### src/rtl/sram_dump_unit.sv
// Post-halt SRAM readback: walks an address range through the shared read port,
// streams each word on a valid/ready interface and keeps a modular checksum.
module sram_dump_unit #(
  parameter int unsigned word_size = 8,
  parameter int unsigned addr_size = 8
) (
  input  logic                 clk,
  input  logic                 rst,
  input  logic                 start,
  input  logic [addr_size-1:0] first_addr,
  input  logic [addr_size-1:0] last_addr,
  output logic [addr_size-1:0] mem_addr,
  output logic                 mem_rd,
  input  logic [word_size-1:0] mem_data,
  output logic [word_size-1:0] dout,
  output logic                 dout_valid,
  input  logic                 dout_ready,
  output logic                 busy,
  output logic                 done,
  output logic [word_size-1:0] checksum
);

  typedef enum logic [2:0] {
    S_IDLE,
    S_READ,
    S_CAPT,
    S_SEND,
    S_DONE
  } state_t;

  state_t               state_q, state_d;
  logic [addr_size-1:0] end_q, end_d;
  logic [addr_size-1:0] addr_d;
  logic                 rd_d;
  logic [word_size-1:0] dout_d;
  logic                 valid_d;
  logic                 busy_d;
  logic                 done_d;
  logic [word_size-1:0] sum_d;

  // State register
  always_ff @(posedge clk or negedge rst) begin
    if (!rst) begin
      state_q <= S_IDLE;
    end else begin
      state_q <= state_d;
    end
  end

  // Output and datapath registers; mem_addr doubles as the walking address counter
  always_ff @(posedge clk or negedge rst) begin
    if (!rst) begin
      mem_addr   <= '0;
      end_q      <= '0;
      mem_rd     <= 1'b0;
      dout       <= '0;
      dout_valid <= 1'b0;
      busy       <= 1'b0;
      done       <= 1'b0;
      checksum   <= '0;
    end else begin
      mem_addr   <= addr_d;
      end_q      <= end_d;
      mem_rd     <= rd_d;
      dout       <= dout_d;
      dout_valid <= valid_d;
      busy       <= busy_d;
      done       <= done_d;
      checksum   <= sum_d;
    end
  end

  // Next-state and next-output logic; mem_rd is set on entry to READ so it is high only there
  always_comb begin
    state_d = state_q;
    addr_d  = mem_addr;
    end_d   = end_q;
    rd_d    = 1'b0;
    dout_d  = dout;
    valid_d = dout_valid;
    busy_d  = busy;
    done_d  = done;
    sum_d   = checksum;

    case (state_q)
      S_IDLE, S_DONE: begin
        if (start) begin
          addr_d  = first_addr;
          end_d   = last_addr;
          sum_d   = '0;
          done_d  = 1'b0;
          busy_d  = 1'b1;
          rd_d    = 1'b1;
          state_d = S_READ;
        end
      end

      S_READ: begin
        state_d = S_CAPT;
      end

      S_CAPT: begin
        dout_d  = mem_data;
        valid_d = 1'b1;
        state_d = S_SEND;
      end

      S_SEND: begin
        if (dout_ready) begin
          sum_d   = checksum + dout;
          valid_d = 1'b0;
          if (mem_addr == end_q) begin
            busy_d  = 1'b0;
            done_d  = 1'b1;
            state_d = S_DONE;
          end else begin
            addr_d  = mem_addr + addr_size'(1);
            rd_d    = 1'b1;
            state_d = S_READ;
          end
        end
      end

      default: begin
        state_d = S_IDLE;
      end
    endcase
  end

endmodule

### config.mk
export PLATFORM = sky130hd
export DESIGN_NAME = sram_dump_unit
export DESIGN_NICKNAME = d
export VERILOG_FILES = /design/src/rtl/sram_dump_unit.sv
export SDC_FILE = /design/constraint.sdc
export NUM_CORES = 1
export LEC_CHECK = 0
export CAP_MARGIN = 40
export CORE_MARGIN = 1
export CORE_UTILIZATION = 48
export CTS_BUF_LIST = sky130_fd_sc_hd__clkbuf_8 sky130_fd_sc_hd__clkbuf_16
export DETAILED_ROUTE_END_ITERATION = 10
export PLACE_DENSITY = 0.88
export SLEW_MARGIN = 20
export SYNTH_ARGS = -nofsm -noshare
export SYNTH_HDL_FRONTEND = slang
export SYNTH_SLANG_ARGS = --single-unit
export TNS_END_PERCENT = 5
### constraint.sdc
create_clock -name clk -period 2.1 [get_ports clk]
set_clock_uncertainty 0.2 [all_clocks]
set_input_delay 0.21 -clock clk [delete_from_list [all_inputs] [get_ports clk]]
set_output_delay 0.21 -clock clk [all_outputs]
set_load 0.01 [all_outputs]
==> impl.org <==
** Outcome
- The flow ran to the end, and the final reports show no timing, DRC or antenna violations.

** Place
- At the end of routability-driven placement, the weighted congestion stood at approximately 0.87.
- Counting tap cells, the placed design contains a total of 326 instances.
- Port buffering added 55 buffers.
- In this run the cell area measured after placement is ~2800 sq um.
- The HPWL after detailed placement is 3.774 mm.

** Setup path
- Element type at the critical path end :: register
- At the worst endpoint, the required time is 2.08 ns.
- Terminus of the critical flop-to-flop path :: checksum[7]
- Sort of element at the start of the critical path :: register
- Register-to-register path setup slack :: about 0.03 ns
- FF-to-FF path depth :: 6
- Critical path arrival :: around 2 ns
- Critical path type :: reg -> reg
- The startpoint identified for the worst register-to-register timing path is dout[2].
- Highest fanout seen on the critical path :: 4

** Pwr
- Seq pwr share :: 28.8%
- Clock power frac :: 10.8%
- For this design the static power due to leakage is roughly 1.3 nW.
- The design draws 5.064 mW.
- Switching share of total power :: 41.75%
- Share of power burned in combinational logic :: 60.4%
- Worst-case vdd ir drop :: 833.2 uV
- For this design the ratio of total power to cell area is 1684 nW/um^2.
- For this design the total switching power over the nets is around 2.1 mW.
- The internal portion of the total power is 2.950 mW.

** Logic synthesis
- Number of enable-type register cells in the synthesized netlist :: 0
- Mux share of post-synthesis cell area :: 4.245%
- Summing the areas of all and, or, nand and nor instances in the mapped netlist gives between 20% and 30% of the synthesized area.
- For this run, asynchronously set or reset flops after synthesis account for 100.0%.
- By area, the combinational part of the netlist is dominated by simple AND/OR/NAND/NOR gates.
- After Yosys synthesis, XOR and XNOR cells account for about 5.3% of the synthesized area.
- Synth warnings :: 0
- After synthesis the netlist holds a flip-flop and latch count of 39.
- The number of nets in the synthesized netlist is around 250.
- Among all flip-flop cells after synthesis, the most frequent one is sky130_fd_sc_hd__dfrtp_1.
- Sequential fraction of the synthesis area :: 45.99%
- Syn Area/Cell :: 10.10 sq um
- Yosys mapped the design onto 46 distinct sky130hd cell types.
- Synth Cell Area :: 2122 sq um
- Complex-gate fraction of the synthesized area :: 15.09%
- Cell count after synthesis :: 210
- The synthesized netlist devotes 5.660% of its cell area to adder and majority cells.

** Finish
- Layout net count :: between 300 and 400
- Area of the multi-input gates :: 1132 sq um
- Final std cells w/o fill :: 336
- 0 antenna diodes ended up in the layout.
- Core utilization of the finished layout :: 73.09%
- From synthesis to final layout, the design area changed by 41.75%.
- Across the whole layout, storage elements account for between 900 and 1000 sq um.
- Non-Filler Cell Area, Final :: 3008 sq um
- Fill cell instance count of the final layout :: 278
- Fraction of layout cells with a size suffix above 1 :: 20.63%

** Routing
- For this run, the detailed router's first-pass iteration total came to 5.
- In the routed design, unresolved DRC markers number 0.
- The detailed router finished its first iteration with 168 violations.
- The detailed router placed 1902 vias in this run.
- Post-DR wirelength/cell :: 16.33 um
- Number of vias per cell after detailed routing :: about 5.7
- Wires add up to 5.486 mm.
- Count of nets left with antenna violations after detail routing :: 0

** GRT
- The number of antenna violations at the first check in global routing came to 0.
- Global route total overflow :: 0
- GRT Overall Usage :: between 20 and 30%
- First-pass GRT wire length :: a little under 9 mm
- The via count of the first global-routing pass is 1810.
- Largest net degree at the start of global routing :: 40

** STA
- The clock period could shrink to 2.070 ns.
- Total of endpoints with negative setup slack in the final report :: 0
- Final hold violation count :: 0
- Period utilization :: 98.55%
- Static timing analysis puts the maximum clock frequency at 483.2 MHz.
- Slew at the pin closest to its max-slew limit :: 0.5504 ns
- Max transition margin :: 63.17%
- Max-slew violation total from the final report :: 0

** Die
- Die Area :: 4691 sq um
- The floorplan has 23 rows.
- CORE AREA :: 4115 sq um
- The floorplan step set the die height to 68.49 um.
- In this run the count of I/O pins placed on the die edge is 56.
- Once the floorplan was initialized, standard cells occupied 51.57% of the core.
- From left edge to right edge, the die measures around 68 um.

** Clock tree
- Number of sinks on the clock net :: 39
- Clock tree from TritonCTS :: built
- H-tree Lvls :: 2
- The clock passes through at most 2 buffers.
- CTS placed an instance of sky130_fd_sc_hd__clkbuf_8 at the clock tree root.
- Clock slew seen by the registers of the worst setup and hold paths :: 0.07 ns
- The clock reaches the later pin of the worst-skew pair after 0.29 ns.
- In this run, CTS created clock tree buffers numbering 5.

** Hold path
- Worst Hold Depth :: 3
- For hold timing, the worst endpoint is end_q[4].
- Start point of the worst min-delay path :: last_addr[4]
- Type of the most critical hold path :: in -> reg

** Job
- Max-cap violations in this run came to 0.
[power groups by stage]
| stage | Clock (mW) | Combinational, mW | Sequential (mW) |
|---|---|---|---|
| after floorplan | 0 | 1.62 | 1.52 |
| after global placement | 0 | 2.74 | 1.42 |
| after detailed placement | 0 | 2.84 | 1.44 |
| after CTS | 0.561 | 2.90 | 1.43 |
| after global routing | 0.603 | 3.32 | 1.50 |
| final | 0.549 | 3.06 | 1.46 |
[timing repair]
action / 4_1_cts / 5_1_grt
setup buffers: 0 / 1
gates resized for setup: 2 / 8
hold buffers: 1 / 0
endpoints found under the hold margin: 39 / 0
pin swaps: 0 / 3
setup endpoints to repair: 2 / 3
[metal layers]
metal	GRT usage, %	up-vias	share of wire [%]
li1	-	891	-
met1	35.50	918	45
met2	39.34	78	48
met3	5.921	15	5.1
met4	9.115	0	2.0
met5	0	-	0
[cell type report]
class	count	area share, %
Sequential cell	39	32.49
Multi-Input combinational cell	158	37.65
Tap cell	50	2.080
Inverter	6	0.8319
Clock buffer	7	3.203
Timing Repair Buffer	75	23.63
Clock inverter	1	0.1248
[worst max-delay path, cell delays in order (launching register included)]
cell	delay, ns
sky130_fd_sc_hd__dfrtp_1	0.42
sky130_fd_sc_hd__ha_4	0.28
sky130_fd_sc_hd__a21oi_2	0.22
sky130_fd_sc_hd__a211oi_1	0.13
sky130_fd_sc_hd__or3_1	0.40
sky130_fd_sc_hd__a32oi_1	0.23
sky130_fd_sc_hd__nand2b_1	0.08
[synth_stat cells, drive strengths merged (3+ instances only)]
cell	count	area, sq um
and3	5	33.78
clkbuf	3	11.26
ha	8	100.1
buf	4	26.27
nor2	10	56.31
dfrtp	39	975.9
a22o	4	35.03
nand2	42	157.7
o21ai	11	55.05
nand3	9	45.04
nor3	5	25.02
xor2	9	86.34
xnor2	3	26.28
a22oi	3	37.54
a21o	4	30.03
inv	6	25.03
mux2	8	90.09
o22ai	5	31.28
a21oi	10	65.07
[per-stage QoR]
step                      setup WS [ns]  setup TNS, ns  hold WS [ns]
after floorplan                 0.05721              0       -0.2856
after global placement          0.04656              0       0.08702
after detailed placement       -0.02569       -0.02569       0.08908
after CTS                      0.003429              0        0.2385
after global routing           -0.01724       -0.01756        0.2524
final                           0.03040              0        0.2406
[sequential cells by signal, indices dropped and copies added (netlist names)]
register / flops
checksum: 8
dout: 8
end_q: 8
mem_addr: 8
state_q: 3
busy: 1
done: 1
dout_valid: 1
mem_rd: 1
[how the worst max path moves through the flow]
stage / start / endpoint / slack, ns / cells after the start
detailed placement: dout[0] / checksum[6] / -0.03 / 7
CTS: dout[0] / checksum[6] / 0.003 / 7
global route: dout[0] / checksum[6] / -0.02 / 7
finish: dout[2] / checksum[7] / 0.03 / 6
floorplan: dout[0] / checksum[6] / 0.06 / 7
global placement: dout[0] / checksum[6] / 0.05 / 7
[cells in the final DEF (no fill, tap or decap), drive strengths merged, types with 2 or more instances in the layout]
cell type | synthesis | final
xor2 | 9 | 9
a21oi | 10 | 10
dfrtp | 39 | 39
and3 | 5 | 5
nand2 | 42 | 42
a22oi | 3 | 3
o21ai | 11 | 11
mux2 | 8 | 8
nand2b | 2 | 2
a21o | 4 | 4
o221ai | 2 | 2
or2 | 2 | 2
xnor2 | 3 | 3
nand3 | 9 | 9
clkbuf | 3 | 7
inv | 6 | 7
a22o | 4 | 4
nor2 | 10 | 10
ha | 8 | 8
o22ai | 5 | 5
nor3 | 5 | 5
clkdlybuf4s50 | 0 | 54
buf | 4 | 20
nor4 | 2 | 2
[cell families after synthesis]
family | Yosys count
AO/OA/AOI/OAI | 45
buffers and inverters | 13
multiplexers | 8
AND/OR/NAND/NOR | 84
adder cells (fa/ha/maj) | 9
XOR/XNOR | 12
flip-flops | 39
Power figures use the tool's default switching activity.
